<file path="src/rtl/integrate_dump_pkg.sv">
// integrate_dump_pkg: shared sdr_lib constants for the integrate-and-dump decimator
package integrate_dump_pkg;
  localparam int WIDTH_IN_DEF = 16;
  localparam int LOG2_MAX_DEF = 8;
endpackage

</file>
<file path="src/rtl/integrate_dump.sv">
// integrate_dump: sums rate signed samples per period and dumps the full-precision total
module integrate_dump
  import integrate_dump_pkg::*;
#(
  parameter int WIDTH_IN = WIDTH_IN_DEF,
  parameter int LOG2_MAX = LOG2_MAX_DEF,
  localparam int WIDTH_OUT = WIDTH_IN + LOG2_MAX
) (
  input  logic                        clk,
  input  logic                        reset,
  input  logic                        enable,
  input  logic [LOG2_MAX-1:0]         rate,
  input  logic signed [WIDTH_IN-1:0]  in,
  input  logic                        strobe_in,
  output logic signed [WIDTH_OUT-1:0] out,
  output logic                        strobe_out
);
  logic signed [WIDTH_OUT-1:0] acc_q, acc_d, out_q, out_d, sum;
  logic [LOG2_MAX-1:0] cnt_q, cnt_d, eff_rate_q, eff_rate_d, rate_now;
  logic strobe_out_q, strobe_out_d, dump;
  // the period's rate is frozen on its first sample, so that sample already uses the new value
  always_comb begin
    rate_now = (cnt_q == '0) ? ((rate == '0) ? LOG2_MAX'(1) : rate) : eff_rate_q;
    sum = acc_q + {{LOG2_MAX{in[WIDTH_IN-1]}}, in};
    dump = strobe_in && enable && (cnt_q == rate_now - LOG2_MAX'(1));
    acc_d = acc_q;
    cnt_d = cnt_q;
    eff_rate_d = eff_rate_q;
    out_d = dump ? sum : out_q;
    strobe_out_d = dump;
    if (!enable) begin
      acc_d = '0;
      cnt_d = '0;
    end else if (strobe_in) begin
      eff_rate_d = rate_now;
      acc_d = dump ? '0 : sum;
      cnt_d = dump ? '0 : cnt_q + LOG2_MAX'(1);
    end
  end
  always_ff @(posedge clk or posedge reset) begin
    if (reset) begin
      acc_q <= '0;
      cnt_q <= '0;
      eff_rate_q <= LOG2_MAX'(1);
      out_q <= '0;
      strobe_out_q <= 1'b0;
    end else begin
      acc_q <= acc_d;
      cnt_q <= cnt_d;
      eff_rate_q <= eff_rate_d;
      out_q <= out_d;
      strobe_out_q <= strobe_out_d;
    end
  end
  assign out = out_q;
  assign strobe_out = strobe_out_q;
endmodule

</file>
<file path="config.mk">
export PLATFORM = sky130hd
export DESIGN_NAME = integrate_dump
export DESIGN_NICKNAME = d
export VERILOG_FILES = /design/src/rtl/integrate_dump_pkg.sv /design/src/rtl/integrate_dump.sv
export SDC_FILE = /design/constraint.sdc
export NUM_CORES = 1
export LEC_CHECK = 0
export BUFFER_PORTS_ARGS = -buffer_cell sky130_fd_sc_hd__buf_2
export CORE_MARGIN = 2
export CORE_UTILIZATION = 45
export DETAILED_ROUTE_END_ITERATION = 8
export PLACE_DENSITY_LB_ADDON = 0.3
export SYNTH_ARGS = -nofsm -noshare
export SYNTH_HDL_FRONTEND = slang
export SYNTH_SLANG_ARGS = --single-unit
</file>
<file path="constraint.sdc">
create_clock -name clk -period 5.95 [get_ports clk]
set_clock_uncertainty 0.1 [all_clocks]
set_input_delay 0.2975 -clock clk [delete_from_list [all_inputs] [get_ports clk]]
set_output_delay 0.2975 -clock clk [all_outputs]
set_load 0.05 [all_outputs]
</file>
### Word level (Yosys, flattened, before mapping)

Cells that the tools add are included.
W data, S select, Z words.

| storage, ports and cells | value |
|---|---|
| input bits | 28 |
| bits in latches | 0 |
| bits in writable memories | 0 |
| memories | 0 |
| memory bits (read-only) | 0 |
| register bits after elaboration | 65 |
| output and inout port bits | 25 |
| logic and storage cells | 23 |

| cells by class | value |
|---|---|
| equal/unequal tests | 2 |
| add/subtract/negate cells | 3 |
| $mul | 0 |
| bitwise logic cells | 0 |
| div/mod/pow operators | 0 |
| muxes and demuxes | 8 |
| reductions and logical operators | 5 |
| shift operators | 0 |
| order comparisons | 0 |

Operators with widths:

| kind | count |
|---|---|
| $mux W24 | 3 |
| $mux W8 | 5 |
| $add A24 B24 Y24 | 1 |
| $logic_not A8 Y1 | 2 |
| $add A8 B1 Y8 const B | 1 |
| $eq A8 B8 Y1 | 1 |
| $sub A8 B1 Y8 const B | 1 |
| $logic_and A1 B1 Y1 | 2 |
| $ne A2 B1 Y1 const B | 1 |
| $reduce_and A2 Y1 | 1 |

### Longest topological paths before layout

| logic depth | value |
|---|---|
| depth after elaboration | 9 |
| mapped depth | 15 |
| depth with buffers taken out | 12 |

### Worst setup path after synthesis

Ideal clock, no wire load.

| path | value |
|---|---|
| path type | reg2reg |
| start point | register cnt_q[0] |
| end point | register out_q[10], in the netlist out[10] |
| cell stages (with the launch flop) | 16 |
| arrival time | 3.363 ns |
| setup time | 0.125 ns |
| period minus slack after synthesis | 3.588 ns |
| required time | 5.725 ns |
| buffers on the path | 3 |
| slack | 2.362 ns |
| cells stage by stage | dfrtp_1 -> inv_1 -> ha_1 -> or3b_1 -> buf_2 -> nor2_8 -> mux2i_2 -> ha_1 -> xor2_1 -> xnor2_1 -> nor3_1 -> o2111ai_2 -> or2_1 -> buf_6 -> buf_6 -> mux2_4 |

| between the ends | value |
|---|---|
| cells in the longest elaborated chain, start to end | 5 |

Ends and longest elaborated chain:

| item | line | text |
|---|---|---|
| from (decl) | integrate_dump.sv:19 | `logic [LOG2_MAX-1:0] cnt_q, cnt_d, eff_rate_q, eff_rate_d, rate_now;` |
| from (signal assigned) | integrate_dump.sv:49 | `cnt_q <= cnt_d;` |
| $logic_not A8 Y1 | integrate_dump.sv:23 | `rate_now = (cnt_q == '0) ? ((rate == '0) ? LOG2_MAX'(1) : rate) : eff_rate_q;` |
| $mux W8 | integrate_dump.sv:23 |  |
| $sub A8 B1 Y8 | integrate_dump.sv:25 | `dump = strobe_in && enable && (cnt_q == rate_now - LOG2_MAX'(1));` |
| $eq A8 B8 Y1 (*) | integrate_dump.sv:25 |  |
| $logic_and A1 B1 Y1 (*) | integrate_dump.sv:25 |  |
| to (signal assigned) | integrate_dump.sv:51 | `out_q <= out_d;` |
| to (decl) | integrate_dump.sv:18 | `logic signed [WIDTH_OUT-1:0] acc_q, acc_d, out_q, out_d, sum;` |

Mark *: on every way between the ends. The rest lies on a longest branch, timed or not.
A chain may end at the register's enable or synchronous reset.

### Worst setup path after layout

| path | value |
|---|---|
| start point | register cnt_q[0] |
| end point | register out_q[18], in the netlist out[18] |

The elaborated chain is that of the path after synthesis.

==> results.md <==
## Layout
- **most frequent standard cell in the layout excluding fill and tap cells** sky130_fd_sc_hd__dfrtp_1
- **most frequent cells in the layout** sky130_fd_sc_hd__dfrtp_1 (64), sky130_fd_sc_hd__buf_2 (52), sky130_fd_sc_hd__a22o_1 (30)
- **fraction of final layout cells sized beyond drive strength 1** 26.1%
- **Fill cells** 866
- **Final nets** 522
- **signed area change from the synthesized netlist to the final layout** 12.9%
- **post-layout util** 52.6%
- **antenna diode count** 0

## Route
- **number of routed nets with antenna violations** 0
- **DR DRC count** 0
- **first drt pass iteration count** 4
- **final routed wire length divided by cell count** 16.0 um
- **via count of the routed design** 3,432
- **total wire length** 9620 um
- **Vias/cell** 5.71
- **Detailed Route Iter0 Violations** 179

## Floorplan
- **row cnt** 35
- **die outline width** 102 um
- **placeable core area** 0.00933 mm^2
- **starting density of the core** 46.6%
- **Die Height** 102 um
- **I/O Pins** 53
- **area enclosed by the die boundary** 0.0105 mm^2

## Placed design
- **pre-CTS setup slack** 1920 ps
- **detailed placer's ending HPWL** 6930 um
- **GPL Wtd Cong** 0.911
- **count of port buffers added during placement** 52

## Clock tree
- **clk_lat worst skew** 350 ps
- **clock-pin slew reported for the worst setup and hold paths after clock tree synthesis** 90 ps
- **number of hold buffers added after CTS** 0
- **number of buffers inserted during clock tree synthesis** 9
- **cell at the root of the clock tree** sky130_fd_sc_hd__clkbuf_8
- **TritonCTS sink count** 65
- **count of instances resized after the clock tree is built** 0
- **Clock Tree Buf Depth** 2
- **CTS tree** built
- **Post-CTS Setup Repair Bufs** 0
- **depth of the CTS H-tree** 3

## Logic synthesis
- **dominant cell type by area after synthesis** sky130_fd_sc_hd__dfrtp_1
- **async set-reset flop share out of synthesis** 100%
- **commonest register cell after synthesis** sky130_fd_sc_hd__dfrtp_1
- **Post-synth EDFFs** 0
- **number of cells produced by synthesis** 420
- **Synth Net Count** 475
- **synthesis warning total** 0
- **distinct cell type count of the synthesized netlist** 66
- **Avg Synthesized Cell Area** 10.4 um^2
- **area share of the leading cell type in the synthesized netlist** 36.8%
- **sequential element share of the synthesized area** 37.4%
- **top area cells in the synthesized netlist** sky130_fd_sc_hd__dfrtp_1 (37%), sky130_fd_sc_hd__ha_1 (7.5%), sky130_fd_sc_hd__mux2_4 (6.6%)
- **mapped cell area** 0.00435 mm^2
- **Seq cells post-synth** 65

## Timing
- **Slew @ Worst Pin** 824 ps
- **FMAX** 246 MHz
- **final worst setup slack** 1880 ps
- **number of endpoints failing setup at the final stage** 0
- **period utilisation layout** 68.4%
- **final-report hold violation count** 0
- **summed negative setup slack over all endpoints** 0 ps
- **worst relative slew slack** 45.1%
- **RSZ-0062 raised after global routing** false
- **min Tclk post-route** 4070 ps
- **WHS** 93.0 ps
- **count of final max-slew check failures** 0

## Global route
- **antenna violations before repair** 0
- **met3 demand-to-capacity share in global routing** 3.49%
- **via count of the first global-routing pass** 3,448
- **pin count of the biggest net entering global routing** 66
- **GRT Overall Usage** 19.9%
- **GR met1 Demand/Resource** 27.9%
- **GR met2 Demand/Resource** 31.3%
- **peak-usage layer in the global routing report** met2
- **wire length of the first global-routing pass** 16,500 um
- **total congestion overflow** 0

## Worst setup path
- **kind of cell adding the most delay to the critical path** simple AND/OR/NAND/NOR gates
- **Worst R2R Setup Slack** 1880 ps
- **origin of the critical flop-to-flop path** cnt_q[0]
- **CP most frequent cell** sky130_fd_sc_hd__ha_1
- **Req. time, crit path** 6070 ps
- **launching element type of the critical path** flip-flop
- **worst-path fanout max** 24
- **Largest stage delay, worst path** 550 ps
- **critical path buffer and inverter count** 2
- **critical-path cell with the highest stage delay** sky130_fd_sc_hd__or3b_1
- **cell breakdown of the critical path** inv_1, ha_1, or3b_1, nor2_8, mux2i_2, ha_1, xor2_1, xnor2_1, nor3_1, o2111ai_2, or2_1, buf_4, mux2_4
- **cell count of the worst reg-to-reg path** 13
- **Crit. End Element** flip-flop
- **RR Endpoint** out[18]
- **critical path class** reg -> reg
- **CP Data Arrival Time** 4190 ps

## Pwr
- **worst vdd rail ir drop** 0.167 mV
- **total design power** 1.60 mW
- **static leakage power** 2.40 nW
- **power density over the cells** 327 mW/mm^2

## Outcome
- **result of the run** complete, no violations

## Hold path
- **classification of the worst-slack hold path** in -> async

## Job
- **count of maximum capacitance violations** 0

## synth_stat cells (2+ instances only)
cell / n
sky130_fd_sc_hd__o21a_1: 5
sky130_fd_sc_hd__a311oi_1: 3
sky130_fd_sc_hd__or3b_2: 2
sky130_fd_sc_hd__nand3b_1: 2
sky130_fd_sc_hd__xnor2_1: 19
sky130_fd_sc_hd__nand3_1: 8
sky130_fd_sc_hd__o2bb2ai_1: 2
sky130_fd_sc_hd__a31o_2: 2
sky130_fd_sc_hd__mux2i_1: 3
sky130_fd_sc_hd__o31ai_1: 3
sky130_fd_sc_hd__xor2_1: 7
sky130_fd_sc_hd__o41ai_1: 3
sky130_fd_sc_hd__o21bai_1: 3
sky130_fd_sc_hd__or2_2: 3
sky130_fd_sc_hd__a2111oi_0: 3
sky130_fd_sc_hd__nor2_1: 21
sky130_fd_sc_hd__and3_1: 3
sky130_fd_sc_hd__inv_1: 17
sky130_fd_sc_hd__nand4_1: 2
sky130_fd_sc_hd__clkbuf_1: 12
sky130_fd_sc_hd__a21oi_1: 23
sky130_fd_sc_hd__o211ai_1: 4
sky130_fd_sc_hd__mux2_2: 11
sky130_fd_sc_hd__dfrtp_1: 64
sky130_fd_sc_hd__a211oi_1: 7
sky130_fd_sc_hd__and4_1: 3
sky130_fd_sc_hd__nand2_1: 21
sky130_fd_sc_hd__a31oi_1: 3
sky130_fd_sc_hd__a22o_1: 30
sky130_fd_sc_hd__nor2b_1: 4
sky130_fd_sc_hd__or4_1: 3
sky130_fd_sc_hd__o2111ai_1: 2
sky130_fd_sc_hd__nor3_1: 11
sky130_fd_sc_hd__a21o_1: 5
sky130_fd_sc_hd__nor4_1: 4
sky130_fd_sc_hd__mux2_4: 19
sky130_fd_sc_hd__o21ai_0: 23
sky130_fd_sc_hd__buf_6: 5
sky130_fd_sc_hd__buf_2: 3
sky130_fd_sc_hd__ha_1: 26
## per-stage QoR
step                std cells  area [um^2]
finish                    601         4910
global route              601         4910
CTS                       601         4910
detailed placement        585         4690
global placement          585         4690
floorplan                 420         4350
## sequential cells by signal, summed over array words and instances, names as in the netlist
signal and count:
acc_q 24, out 24, cnt_q 8, eff_rate_q 8, strobe_out 1
## power breakdown
group / total, mW / internal [mW] / switching (mW)
registers: 0.571 / 0.514 / 0.0564
clock network: 0.420 / 0.235 / 0.185
logic: 0.612 / 0.241 / 0.371
total: 1.60 / 0.990 / 0.613
## cell type report
| class | count | area (um^2) | share of cell area (%) |
|---|---|---|---|
| Clock buffer | 9 | 124 | 2.52 |
| Inverter | 17 | 63.8 | 1.30 |
| Tap cell | 129 | 161 | 3.29 |
| Sequential cell | 65 | 1630 | 33.2 |
| Timing Repair Buffer | 56 | 290 | 5.91 |
| Clock inverter | 7 | 95.1 | 1.94 |
| Multi-Input combinational cell | 318 | 2550 | 51.9 |
## worst reg2reg max path: stages, from the launching register on
cell	delay [ps]
sky130_fd_sc_hd__dfrtp_1	430
sky130_fd_sc_hd__inv_1	120
sky130_fd_sc_hd__ha_1	170
sky130_fd_sc_hd__or3b_1	550
sky130_fd_sc_hd__nor2_8	230
sky130_fd_sc_hd__mux2i_2	400
sky130_fd_sc_hd__ha_1	270
sky130_fd_sc_hd__xor2_1	190
sky130_fd_sc_hd__xnor2_1	100
sky130_fd_sc_hd__nor3_1	290
sky130_fd_sc_hd__o2111ai_2	220
sky130_fd_sc_hd__or2_1	250
sky130_fd_sc_hd__buf_4	260
sky130_fd_sc_hd__mux2_4	360
## worst max path at each step
| stage | startpoint | to | slack [ps] | cells past startpoint |
|---|---|---|---|---|
| after floorplan | cnt_q[0] | out[10] | 2360 | 15 |
| after global placement | cnt_q[0] | out[13] | 2030 | 13 |
| after detailed placement | cnt_q[0] | out[23] | 1920 | 13 |
| after CTS | cnt_q[0] | out[18] | 1900 | 13 |
| after global routing | cnt_q[0] | out[16] | 1680 | 13 |
| final | cnt_q[0] | out[18] | 1880 | 13 |
## metal layers
layer  part of all wire [%]  wire, um
met5                      0         0
met4                    1.5       144
met3                    4.3       418
met2                     46      4440
met1                     48      4620
## cell families (layout without fill, tap and decap cells)
family,count (synthesis),after routing,share of synthesized area (%)
xor gates and xnor gates,26,26,5.24
AOI/OAI and AO/OA,131,131,21.6
and+or+nand+nor,100,100,13.2
adders and majority gates,27,27,7.94
muxes,34,34,10.4
buffers and inverters,37,89,4.14
DFF,65,65,37.4
Power figures use the tool's default switching activity.
